## src/rtl/booth_mult_arbiter.sv

```systemverilog
// Round-robin arbiter that shares one signed Booth multiplier among NUM_REQ clients.
// Optional WAIT-state watchdog is compiled in with `define BOOTH_ARB_TIMEOUT_EN.
module booth_mult_arbiter #(
    parameter int N              = 4,
    parameter int NUM_REQ        = 4,
    parameter int ID_W           = $clog2(NUM_REQ),
    parameter int TIMEOUT_CYCLES = 64
) (
    input  logic                 clk,
    input  logic                 rst_n,
    input  logic [NUM_REQ-1:0]   req_valid,
    output logic [NUM_REQ-1:0]   req_ready,
    input  logic [NUM_REQ*N-1:0] req_a,
    input  logic [NUM_REQ*N-1:0] req_b,
    output logic                 rsp_valid,
    input  logic                 rsp_ready,
    output logic [2*N-1:0]       rsp_data,
    output logic [ID_W-1:0]      rsp_id,
    output logic                 rsp_err,
    output logic                 mul_start,
    output logic [N-1:0]         mul_a,
    output logic [N-1:0]         mul_b,
    input  logic [2*N-1:0]       mul_data_out,
    input  logic                 mul_done,
    output logic [1:0]           fsm_state
);

    // Encoding is visible on fsm_state: IDLE=0, ISSUE=1, WAIT=2, RESP=3.
    typedef enum logic [1:0] {
        IDLE  = 2'd0,
        ISSUE = 2'd1,
        WAIT  = 2'd2,
        RESP  = 2'd3
    } state_t;

    state_t          state;
    state_t          state_next;
    logic [ID_W-1:0] rr;
    logic [ID_W-1:0] id;
    logic [ID_W-1:0] grant;
    logic [ID_W-1:0] cand;
    logic            grant_found;
    logic            done_q;
    logic            done_evt;
    logic            timeout_hit;
    logic            wait_exit;

    logic [N-1:0] a_arr [NUM_REQ];
    logic [N-1:0] b_arr [NUM_REQ];

    for (genvar i = 0; i < NUM_REQ; i++) begin : g_unpack
        assign a_arr[i] = req_a[i*N +: N];
        assign b_arr[i] = req_b[i*N +: N];
    end

    // A held-high done counts once: only the rising edge is an event.
    assign done_evt  = mul_done & ~done_q;
    assign wait_exit = (state == WAIT) && (done_evt || timeout_hit);

    always_comb begin
        grant       = '0;
        grant_found = 1'b0;
        cand        = '0;
        for (int k = 1; k <= NUM_REQ; k++) begin
            cand = ID_W'((int'(rr) + k) % NUM_REQ);
            if (!grant_found && req_valid[cand]) begin
                grant       = cand;
                grant_found = 1'b1;
            end
        end
    end

    always_ff @(posedge clk) begin
        if (!rst_n) begin
            state <= IDLE;
        end else begin
            state <= state_next;
        end
    end

    // Both channels use valid/ready: a transfer happens at a rising clk edge
    // where valid and ready are both high; a request slot is accepted when its
    // req_ready bit is high, and the response is held until rsp_ready.
    always_comb begin
        state_next = state;
        req_ready  = '0;
        case (state)
            IDLE: begin
                if (grant_found) begin
                    req_ready[grant] = 1'b1;
                    state_next       = ISSUE;
                end
            end
            ISSUE: state_next = WAIT;
            WAIT: begin
                if (done_evt || timeout_hit) begin
                    state_next = RESP;
                end
            end
            RESP: begin
                if (rsp_ready) begin
                    state_next = IDLE;
                end
            end
            default: state_next = IDLE;
        endcase
    end

    assign mul_start = (state == ISSUE);
    assign rsp_valid = (state == RESP);
    assign fsm_state = state;

    always_ff @(posedge clk) begin
        if (!rst_n) begin
            rr       <= ID_W'(NUM_REQ - 1);
            id       <= '0;
            mul_a    <= '0;
            mul_b    <= '0;
            rsp_data <= '0;
            rsp_id   <= '0;
            done_q   <= 1'b0;
        end else begin
            done_q <= mul_done;
            if (state == IDLE && grant_found) begin
                mul_a <= a_arr[grant];
                mul_b <= b_arr[grant];
                id    <= grant;
                rr    <= grant;
            end
            // A timed-out transaction returns a zero product.
            if (wait_exit) begin
                rsp_data <= done_evt ? mul_data_out : '0;
                rsp_id   <= id;
            end
        end
    end

`ifdef BOOTH_ARB_TIMEOUT_EN
    localparam int CNT_W = $clog2(TIMEOUT_CYCLES + 1);

    logic [CNT_W-1:0] wait_cnt;

    always_ff @(posedge clk) begin
        if (!rst_n) begin
            wait_cnt <= '0;
            rsp_err  <= 1'b0;
        end else begin
            if (state == ISSUE) begin
                wait_cnt <= '0;
            end else if (state == WAIT) begin
                wait_cnt <= wait_cnt + CNT_W'(1);
            end
            if (wait_exit) begin
                rsp_err <= ~done_evt;
            end
        end
    end

    // Fires in the TIMEOUT_CYCLES-th WAIT cycle; a coincident done wins.
    assign timeout_hit = (state == WAIT) && !done_evt &&
                         (wait_cnt == CNT_W'(TIMEOUT_CYCLES - 1));
`else
    assign timeout_hit = 1'b0;
    assign rsp_err     = 1'b0;
`endif

endmodule

```

## config.mk

```make
export PLATFORM = sky130hd
export DESIGN_NAME = booth_mult_arbiter
export DESIGN_NICKNAME = d
export VERILOG_FILES = /design/src/rtl/booth_mult_arbiter.sv
export SDC_FILE = /design/constraint.sdc
export NUM_CORES = 1
export LEC_CHECK = 0
export CAP_MARGIN = 20
export CORE_MARGIN = 2
export CORE_UTILIZATION = 47
export CTS_CLUSTER_DIAMETER = 80
export CTS_CLUSTER_SIZE = 30
export DETAILED_ROUTE_END_ITERATION = 10
export DONT_BUFFER_PORTS = 1
export GPL_TIMING_DRIVEN = 0
export MAX_ROUTING_LAYER = met4
export PLACE_DENSITY = 0.69
export REMOVE_ABC_BUFFERS = 1
export SLEW_MARGIN = 20
export SYNTH_ARGS = -nofsm -noshare
export SYNTH_HDL_FRONTEND = slang
export SYNTH_SLANG_ARGS = --single-unit
```

## constraint.sdc

```tcl
create_clock -name clk -period 3.25 [get_ports clk]
set_input_delay 0.4875 -clock clk [delete_from_list [all_inputs] [get_ports clk]]
set_output_delay 0.4875 -clock clk [all_outputs]
set_load 0.1 [all_outputs]
```

---- Word-level counts from Yosys, hierarchy flattened ----
Index checks and enable logic that the tools add are counted.
storage, ports and cells
  flip-flop bits (word level) ............. 25
  output and inout port bits .............. 27
  word-level logic and storage cells ...... 70
cells by class
  $add $sub $neg .......................... 4
  $lt $le $gt $ge ......................... 7
  equal/unequal tests ..................... 6
  muxes and demuxes ....................... 31
  bitwise logic cells ..................... 3
  reduce and logical (&&, ||, !) cells .... 11
operators with widths
  kind                   number
  $mux W4                6
  $bmux W4 S2            2
  $lt A2 B3 Y1 const B   5
  $mux W2                7
  $mux W1                9
  $bmux W1 S2            4
  $mux W8                1
  $pmux W2 S4            1
  $logic_and A1 B1 Y1    6
  $add A2 B1 Y2 const B  2
  $add A2 B2 Y2 const B  2
  $eq A2 B2 Y1 const B   2
  $ne A2 B2 Y1 const B   2
  $ge A3 B3 Y1 const B   1
  $logic_not A1 Y1       3
  $not A2 Y3             1
  $reduce_and A3 Y1      1
  $demux W1 S2           1
  $eq A2 B1 Y1 const B   1
  $ge A2 B1 Y1 const B   1
  $logic_not A2 Y1       1
  $ne A2 B1 Y1 const B   1
  $and A1 B1 Y1          1
  $not A1 Y1             1

---- Logic depth before layout (Yosys ltp) ----
Gate-level depths: netlist (run 1).
  word-level depth ........................ 19
  gate-level depth with buffers ........... 7
  gate-level depth less buffers ........... 6

---- Worst setup path after synthesis (run 1) ----
Ideal clock, no wire load.
  path kind ............................... reg-to-output
  from .................................... reg state[1] (netlist: fsm_state[1])
  to ...................................... out req_ready[1]
  arrival time ............................ 3.456 ns
  required time ........................... 2.762 ns
  path slack .............................. -0.694 ns
  stages on the path, launching flop included .. 6
  path through ............................ dfxtp_1 inv_1 ha_1 nand2b_1 buf_2 nor3_1
on the way
  cells in the longest elaborated chain, start to end .. 2
ends and longest elaborated chain
  element                   RTL line  source
  start: declaration        36        state_t state;
  start signal: assignment  77        state <= state_next;
  $logic_not A2 Y1          87        case (state)
  $mux W4                   87
  end: declaration          12        output logic [NUM_REQ-1:0] req_ready,
Every way passes these cells.

---- Final worst setup path (run 1) ----
  from .................................... reg state[1] (netlist: fsm_state[1])
  to ...................................... out req_ready[0]
Same word-level chain as after synthesis.

==> flow_summary.yaml, run 1 <==
timing:
  finalHoldWorstSlack_ns: 0.254
  relSlewSlack: 0.335
  period_share: 0.931
  finalSetupViolCount: 0
  layout_setup_ws_ns: 0.226
  period_minus_slack_ns: 3.02
  final.setup_skew_ns: 0.00159
  hold_viol: 0
  final_max_slew_viol_count: 0
  fmax_mhz: 331
  tightest_slew_ns: 0.998
floorplanning:
  core_area_sq_um: 2760
  dieArea_sq_um: 3370
  start_util: 0.498
  rows: 19
  fp.dieW_microns: 58.1
  dieHeight_microns: 58.1
  pin_count: 75
synth:
  synthArstFlopShare: 0
  synthAdderAreaFrac: 0.0364
  syn_inst: 145
  yosysWarnings: 0
  synth_xor_area_frac: 0
  yosysTopAreaCellShare: 0.364
  synth_top_family_by_area: "simple AND/OR/NAND/NOR gates"
  synthMuxAreaShare: 0.177
  yosys.area.top_type: "dfxtp_1"
  syn_avg_cell_area_sq_um: 9.47
  synth_simple_gate_area_share: 0.189
  synth.most_common_cell: "dfxtp_1"
  synth.area.top_cells: "dfxtp_1 (36%), mux2i_1 (16%), nor2_1 (5.2%), o32ai_4 (4.0%), ha_1 (3.6%)"
  synthFlopType: "dfxtp_1"
  synth_edf_count: 0
  synth-seq-area-share: 0.364
  synth-compound-area-share: 0.180
  yosysUniqueCellTypes: 35
  post_synth_instance_area_sq_um: 1370
  synth_commonest_cells: "dfxtp_1 (25), mux2i_1 (22), nor2_1 (19)"
  synth_seq_cells: 25
setup_path:
  reg2reg_depth: 4
  ff2ff_setup_slack_ns: 0.92
  reg2reg_from: "fsm_state[0]$_SDFFE_PN0P_"
  end_kind: "output port"
  regToRegEndpoint: "fsm_state[1]$_SDFFE_PN0P_"
  start_kind: "flop"
  arrival_ns: 2.54
  crit_end: "req_ready[0]"
  worst_ep_required_time_ns: 2.76
  crit_start: "fsm_state[1]$_SDFFE_PN0P_"
  crit_fanout: 13
  crit_type: "reg2out"
detailed_routing:
  dr.pass1.iters: 4
  dr_total_vias: 1060
  drc: 0
  ant_nets: 0
  post_drt_wl_per_cell_microns: 16.3
  totalWireLength_microns: 2850
  via_per_inst: 6.06
  drtIter0Drc: 53
grt:
  antenna_found_initial: 0
  grt_first_pass_wirelength_microns: 4750
  grt_max_degree: 16
  grt.total_usage: 0.187
  grt_pass1_vias: 1067
  grt-ovfl-total: 0
power_and_ir_drop:
  p_clk_frac: 0.071
  ir_drop_uv: 801
  comb_power_share: 0.408
  switchingPower_mw: 1.15
  switching_share: 0.629
  p_int_uw: 679
  p_leak_nw: 0.637
  p_per_area_nw_per_um2: 1260
  power_mw: 1.83
  p_seq_frac: 0.521
layout:
  final_layout_size_suffix_gt1_frac: 0.139
  nets: 197
  fillCellCount: 262
  syn_to_final_growth_pct: 6.01
  final_core_util: 0.528
  finalInstanceArea_sq_um: 1460
  diodes: 0
run:
  max_cap_violations: 0
place:
  portBuffers: 0
  preCtsSetupSlack_ns: -0.0841
  gp_congestion: 0.744
  postPlaceCellArea_sq_um: 1410
  place_hpwl_microns: 2270
clock_network:
  clk_pin_slew_worst_paths_ns: 0.12
  cts_setup_buffers: 0
  cts_buffers: 3
  cts-htree-levels: 1
  cts_root_buffer: "clkbuf_4"
  cts.sinks: 25
  insertion_delay_ns: 0.30
  cts_tree: "yes"
  cts_max_path_buffers: 2
hold_path:
  hold_path.class: "in2reg"
  min-delay-start: "rst_n"
run_status:
  status: "finished, final reports clean"
[area by class of cell]
type	count	area, sq um	area share
multi-input combinational	107	835	0.573
sequential	25	503	0.345
tap	31	38.8	0.0266
timing repair buffer	2	30.0	0.0206
clock buffer	3	22.5	0.0155
inverter	6	22.5	0.0155
clock inverter	1	5.00	0.00344
[worst min-delay path by stage]
stage / depth (start not counted) / end / slack (ns)
2_1_floorplan: 2 / id[1]$_SDFFE_PN0P_ / 0.44
3_3_place_gp: 2 / id[1]$_SDFFE_PN0P_ / 0.45
3_5_place_dp: 2 / id[1]$_SDFFE_PN0P_ / 0.47
4_1_cts: 1 / rr[0]$_SDFFE_PN1P_ / 0.23
5_1_grt: 1 / rr[0]$_SDFFE_PN1P_ / 0.22
6_report: 1 / rr[0]$_SDFFE_PN1P_ / 0.25
[cell families (layout without fill, tap and decap cells)]
family / Yosys count / in the layout
and+or+nand+nor: 50 / 50
AOI/OAI and AO/OA: 29 / 29
DFF: 25 / 25
muxes: 23 / 23
buffers and inverters: 13 / 12
adders and majority gates: 4 / 4
other: 1 / 1
[placed cells by master (no fill, tap or decap), types with 4 or more instances in the layout]
| cell type | n |
|---|---|
| nand2_1 | 4 |
| nor3b_1 | 4 |
| a211oi_1 | 5 |
| nand2b_1 | 5 |
| mux2i_1 | 22 |
| dfxtp_1 | 23 |
| a2111oi_1 | 4 |
| a21oi_1 | 5 |
| ha_1 | 4 |
| nand3_1 | 5 |
| o21ai_0 | 5 |
| nor2_1 | 18 |
| inv_1 | 5 |
| o221ai_1 | 4 |
[registers in the layout, indices dropped and copies added (netlist names)]
signal / count
done_q: 1
fsm_state: 2
id: 2
mul_a: 4
mul_b: 4
rr: 2
rsp_data: 8
rsp_id: 2
[routing by layer]
layer  routed length [microns]  vias to the layer above  track usage  part of all wire
met1                      1090                      490        0.204              0.38
met2                      1500                       43        0.325              0.53
met3                       232                        4       0.0424             0.081
met5                         0                        -            -                 0
li1                          -                      523            -                 -
met4                        34                        0       0.0764             0.012
[through the flow]
stage,cells,TNS [ns]
5_1_grt,175,-0.00442
6_report,175,0
4_1_cts,175,0
2_1_floorplan,138,-1.40
3_3_place_gp,169,-2.09
3_5_place_dp,171,-0.0841
[what timing repair did]
item,CTS,global route
hold buffers,0,0
endpoints found under the setup margin,1,2
resized for setup,3,2
[critical path, cell delays in order (launching register included)]
cell and delay, ns:
dfxtp_2 0.52, inv_1 0.18, ha_1 0.27, nand2b_1 0.34
nor3_2 0.31, nor2b_4 0.60
[power groups by stage]
stage / clock [mW] / combinational (mW) / sequential [mW]
2_1_floorplan: 0 / 0.608 / 0.938
6_report: 0.130 / 0.747 / 0.952
4_1_cts: 0.142 / 0.743 / 0.954
5_1_grt: 0.150 / 0.818 / 0.966
3_3_place_gp: 0 / 0.668 / 0.956
3_5_place_dp: 0 / 0.734 / 0.959
Power figures use the tool's default switching activity.
==> run 2, diff against run 1 <==
--- a/config.mk
+++ b/config.mk
@@ -14,7 +14,7 @@
 export DONT_BUFFER_PORTS = 1
 export GPL_TIMING_DRIVEN = 0
 export MAX_ROUTING_LAYER = met4
-export PLACE_DENSITY = 0.69
+export PLACE_DENSITY_LB_ADDON = 0.05
 export REMOVE_ABC_BUFFERS = 1
 export SLEW_MARGIN = 20
 export SYNTH_ARGS = -nofsm -noshare
==> run 2 against run 1 <==
Effect of this change:
- non-clock buffer count stayed put
- global-route usage shrank 1.7 points
- cell area up 0.17%
- final cell count unchanged
- sequential share of layout area decreased by 0.059 points
- setup slack better by 0.0026 ns
- combinational power down 0.5%
- worst hold slack got worse by 0.013 ns
- sequential power about the same
- register-to-register slack is essentially flat
- critical path depth unchanged
- highest routed layer unchanged
==> flow_summary.yaml, run 2 (synthesized netlist as in run 1, its figures left out) <==
run_status:
  status: "finished, final reports clean"
layout:
  layout_commonest_cell: "dfxtp_1"
  layout.cells.most_common_list: "dfxtp_1 (23), mux2i_1 (22), nor2_1 (18)"
  register_area_sq_um: 503
  nets: 197
  fillCellCount: 262
  finalInstanceArea_sq_um: 1460
  regMostFlops: "rsp_data"
  largestRegisters: "rsp_data x8, mul_a x4, mul_b x4"
  final_layout_size_suffix_gt1_frac: 0.139
  syn_to_final_growth_pct: 6.19
  largest_reg_flops: 8
  diodes: 0
  multi_input_area_sq_um: 835
clock_network:
  cts_max_path_buffers: 2
  cts_hold_buf: 0
  cts_buffers: 3
  clk_pin_slew_worst_paths_ns: 0.14
  cts_tree: "yes"
  cts-htree-levels: 1
  cts_setup_buffers: 0
  cts.sinks: 25
  insertion_delay_ns: 0.31
  cts_resized: 3
  cts_root_buffer: "clkbuf_4"
timing:
  period_minus_slack_ns: 3.02
  rsz0062_at_grt: "no"
  period_share: 0.930
  tightest_slew_ns: 1.00
  relSlewSlack: 0.331
  layout_setup_ws_ns: 0.228
  fmax_mhz: 331
  finalSetupViolCount: 0
  finalHoldWorstSlack_ns: 0.242
  hold_viol: 0
  final.setup_skew_ns: 0.00138
  final_max_slew_viol_count: 0
  fin_setup_tns_ns: 0
power_and_ir_drop:
  p_per_area_nw_per_um2: 1260
  ir_drop_uv: 857
  p_leak_nw: 0.634
hold_path:
  hold_path.class: "in2reg"
place:
  portBuffers: 0
  preCtsSetupSlack_ns: -0.0762
  gp_congestion: 0.714
  place_hpwl_microns: 2180
  postPlaceCellArea_sq_um: 1410
floorplanning:
  fp.dieW_microns: 58.1
  rows: 19
  dieHeight_microns: 58.1
  dieArea_sq_um: 3370
  core_area_sq_um: 2760
  start_util: 0.498
  pin_count: 75
detailed_routing:
  dr_total_vias: 1050
  drtIter0Drc: 37
  drc: 0
  post_drt_wl_per_cell_microns: 15.7
  via_per_inst: 6.00
  totalWireLength_microns: 2750
  dr.pass1.iters: 4
  ant_nets: 0
grt:
  grt_first_pass_wirelength_microns: 4380
  antenna_found_initial: 0
  grt-ovfl-total: 0
  grt_max_degree: 16
  grt.total_usage: 0.170
  grt_pass1_vias: 1030
run:
  max_cap_violations: 0
setup_path:
  worst_ep_required_time_ns: 2.76
  end_kind: "output port"
  arrival_ns: 2.53
  crit_fanout: 13
  crit_type: "reg2out"
  cp_cell_sequence: "inv_1, ha_1, nand2b_1, nor3_2, nor2b_4"
  crit_path_max_incr_delay_ns: 0.60
  start_kind: "flop"
  cp_slowest_cell: "nor2b_4"
[run 2: cell types whose count changed in the layout (fill, tap and decap cells not counted), sizes merged]
cell and change:
clkinv -1, clkinvlp +1
[run 2: worst paths after layout]
path / from / endpoint / slack [ns] / depth (start not counted)
setup / recovery: fsm_state[1]$_SDFFE_PN0P_ / req_ready[0] / 0.23 / 5
hold / removal: rst_n / rr[0]$_SDFFE_PN1P_ / 0.24 / 1
setup reg to reg: fsm_state[0]$_SDFFE_PN0P_ / fsm_state[1]$_SDFFE_PN0P_ / 0.92 / 4
hold reg to reg: id[1]$_SDFFE_PN0P_ / id[1]$_SDFFE_PN0P_ / 0.48 / 2
[run 2: stage by stage]
stage / cells / power [mW] / util
6_report: 175 / 1.84 / 0.529
5_1_grt: 175 / 1.93 / 0.529
4_1_cts: 175 / 1.85 / 0.525
3_5_place_dp: 171 / 1.69 / 0.512
3_3_place_gp: 169 / 1.63 / 0.495
2_1_floorplan: 138 / 1.55 / -
[run 2: area by class of cell]
type | count | area share
Sequential cell | 25 | 0.345
Tap cell | 31 | 0.0266
Multi-Input combinational cell | 107 | 0.572
Timing Repair Buffer | 2 | 0.0206
Clock inverter | 1 | 0.00515
Inverter | 6 | 0.0154
Clock buffer | 3 | 0.0154
[run 2: worst max-delay path: cells and delay by family (launching register included)]
| family | cells | cell delay [ns] |
|---|---|---|
| adders and majority gates | 1 | 0.26 |
| and+or+nand+nor | 3 | 1.25 |
| DFF | 1 | 0.53 |
| buffers and inverters | 1 | 0.17 |
[run 2: metal layers]
metal / track usage / vias up / part of all wire / routed length [microns]
met1: 0.191 / 484 / 0.43 / 1190
met5: - / - / 0 / 0
met3: 0.0335 / 2 / 0.077 / 212
li1: - / 523 / - / -
met4: 0.0598 / 0 / 0.0073 / 20
met2: 0.299 / 41 / 0.48 / 1330
[run 2: where the power goes]
part           switching, mW  internal, mW
sequential             0.558         0.396
combinational          0.506         0.237
clock                 0.0935        0.0469
==> run 3, diff against run 2 <==
--- a/config.mk
+++ b/config.mk
@@ -8,6 +8,7 @@
 export CAP_MARGIN = 20
 export CORE_MARGIN = 2
 export CORE_UTILIZATION = 47
+export CTS_BUF_LIST = sky130_fd_sc_hd__clkbuf_8
 export CTS_CLUSTER_DIAMETER = 80
 export CTS_CLUSTER_SIZE = 30
 export DETAILED_ROUTE_END_ITERATION = 10
@@ -16,6 +17,7 @@
 export MAX_ROUTING_LAYER = met4
 export PLACE_DENSITY_LB_ADDON = 0.05
 export REMOVE_ABC_BUFFERS = 1
+export SETUP_SLACK_MARGIN = 0.15
 export SLEW_MARGIN = 20
 export SYNTH_ARGS = -nofsm -noshare
 export SYNTH_HDL_FRONTEND = slang
==> run 3 against run 2 <==
Effect of this change:
- fmax up 7.9%
- sequential share of layout area down 0.50 points
- clock skew about the same
- count of clock-buffer cells in the layout unchanged
==> flow_summary.yaml, run 3 (synthesized netlist as in run 1, its figures left out) <==
run_status:
  status: "finished, final reports clean"
layout:
  layout.cells.most_common_list: "dfxtp_1 (23), mux2i_1 (22), nor2_1 (18)"
  largestRegisters: "rsp_data x8, mul_a x4, mul_b x4"
  regMostFlops: "rsp_data"
  largest_reg_flops: 8
  final_layout_size_suffix_gt1_frac: 0.146
  layout_commonest_cell: "dfxtp_1"
  syn_to_final_growth_pct: 7.74
  nets: 197
  diodes: 0
  finalInstanceArea_sq_um: 1480
  fillCellCount: 259
grt:
  grt-ovfl-total: 0
  grt_max_degree: 16
  grt_pass1_vias: 1033
  grt_use_met2: 0.299
  grt.total_usage: 0.176
  grt_first_pass_wirelength_microns: 4420
  grt-busiest-layer: "met2"
  antenna_found_initial: 0
  grt_use_met1: 0.191
  grtUsageMet3: 0.0402
floorplanning:
  fp.dieW_microns: 58.1
  dieHeight_microns: 58.1
  dieArea_sq_um: 3370
  rows: 19
  start_util: 0.498
  pin_count: 75
  core_area_sq_um: 2760
setup_path:
  start_kind: "flop"
  reg2reg_from: "fsm_state[0]$_SDFFE_PN0P_"
  crit_type: "reg2out"
  regToRegEndpoint: "fsm_state[1]$_SDFFE_PN0P_"
  ff2ff_setup_slack_ns: 0.91
  arrival_ns: 2.31
  reg2reg_depth: 4
  worst_ep_required_time_ns: 2.76
  end_kind: "output port"
  crit_fanout: 10
timing:
  period_share: 0.862
  final.setup_skew_ns: 0.00120
  period_minus_slack_ns: 2.80
  fmax_mhz: 357
  relSlewSlack: 0.330
  rsz0062_at_grt: "no"
  final_max_slew_viol_count: 0
  finalHoldWorstSlack_ns: 0.299
  tightest_slew_ns: 1.00
  finalSetupViolCount: 0
  hold_viol: 0
  fin_setup_tns_ns: 0
power_and_ir_drop:
  p_seq_frac: 0.506
  power_mw: 1.89
  switchingPower_mw: 1.16
  p_leak_nw: 0.641
  ir_drop_uv: 877
  comb_power_share: 0.395
  switching_share: 0.617
  p_per_area_nw_per_um2: 1270
  p_clk_frac: 0.099
  p_int_uw: 723
clock_network:
  cts_max_path_buffers: 2
  cts_hold_buf: 0
  cts-htree-levels: 1
  cts_setup_buffers: 0
  cts.sinks: 25
  clk_pin_slew_worst_paths_ns: 0.09
  cts_buffers: 3
  cts_root_buffer: "clkbuf_8"
  insertion_delay_ns: 0.27
  cts_tree: "yes"
place:
  place_hpwl_microns: 2180
  postPlaceCellArea_sq_um: 1410
  portBuffers: 0
  gp_congestion: 0.714
detailed_routing:
  dr.pass1.iters: 4
  drc: 0
  totalWireLength_microns: 2760
  ant_nets: 0
  dr_total_vias: 1054
  drtIter0Drc: 25
  post_drt_wl_per_cell_microns: 15.8
  via_per_inst: 6.02
run:
  max_cap_violations: 0
hold_path:
  min-delay-start: "rst_n"
  hold_path.class: "in2reg"
  min_to: "rr[0]$_SDFFE_PN1P_"
  hold_depth: 1
[run 3: cell counts in the layout (fill, tap and decap cells not counted)]
Identical to the previous run, type by type.
[run 3: cell type report]
| cell class | instances | area (sq um) | area share |
|---|---|---|---|
| Clock buffer | 3 | 41.3 | 0.0279 |
| Sequential cell | 25 | 503 | 0.340 |
| Inverter | 6 | 22.5 | 0.0152 |
| Tap cell | 31 | 38.8 | 0.0262 |
| Clock inverter | 1 | 7.51 | 0.00507 |
| Multi-Input combinational cell | 107 | 837 | 0.566 |
| Timing Repair Buffer | 2 | 30.0 | 0.0203 |
[run 3: how the worst max path moves through the flow]
stage,startpoint,end,slack [ns],cells past startpoint
2_1_floorplan,fsm_state[1]$_SDFFE_PN0P_,req_ready[1],-0.69,4
3_3_place_gp,fsm_state[1]$_SDFFE_PN0P_,req_ready[1],-0.93,4
3_5_place_dp,fsm_state[1]$_SDFFE_PN0P_,req_ready[0],-0.08,5
4_1_cts,rr[1]$_SDFFE_PN1P_,req_ready[3],0.14,4
5_1_grt,rr[1]$_SDFFE_PN1P_,req_ready[3],0.30,4
6_report,rr[1]$_SDFFE_PN1P_,req_ready[3],0.45,4
[run 3: through the flow]
step | instances | setup slack [ns] | util
after floorplan | 138 | -0.688 | -
final | 175 | 0.449 | 0.537
after CTS | 175 | 0.143 | 0.534
after global routing | 175 | 0.295 | 0.537
after detailed placement | 171 | -0.0762 | 0.512
after global placement | 169 | -0.935 | 0.495
[run 3: timing repair]
item	4_1_cts	5_1_grt
hold endpoints to repair	0	0
pin swaps	0	0
endpoints found under the setup margin	1	2
gates cloned	0	0
resized for setup	4	2
[run 3: power groups by stage]
stage / clock [mW] / combinational [mW] / sequential (mW)
after floorplan: 0 / 0.608 / 0.938
after global routing: 0.204 / 0.808 / 0.967
after global placement: 0 / 0.676 / 0.957
after detailed placement: 0 / 0.733 / 0.960
after CTS: 0.194 / 0.746 / 0.957
final: 0.186 / 0.746 / 0.955
[run 3: routing by layer]
metal | wire length, microns | vias to the layer above
met5 | 0 | -
met4 | 51 | 0
met3 | 219 | 5
met2 | 1310 | 44
met1 | 1170 | 483
li1 | - | 522
[run 3: critical path: stages, from the launching register on]
cell     delay (ns)
dfxtp_1        0.56
a31oi_1        0.16
a21oi_2        0.49
nand2_1        0.29
nor2_4         0.54
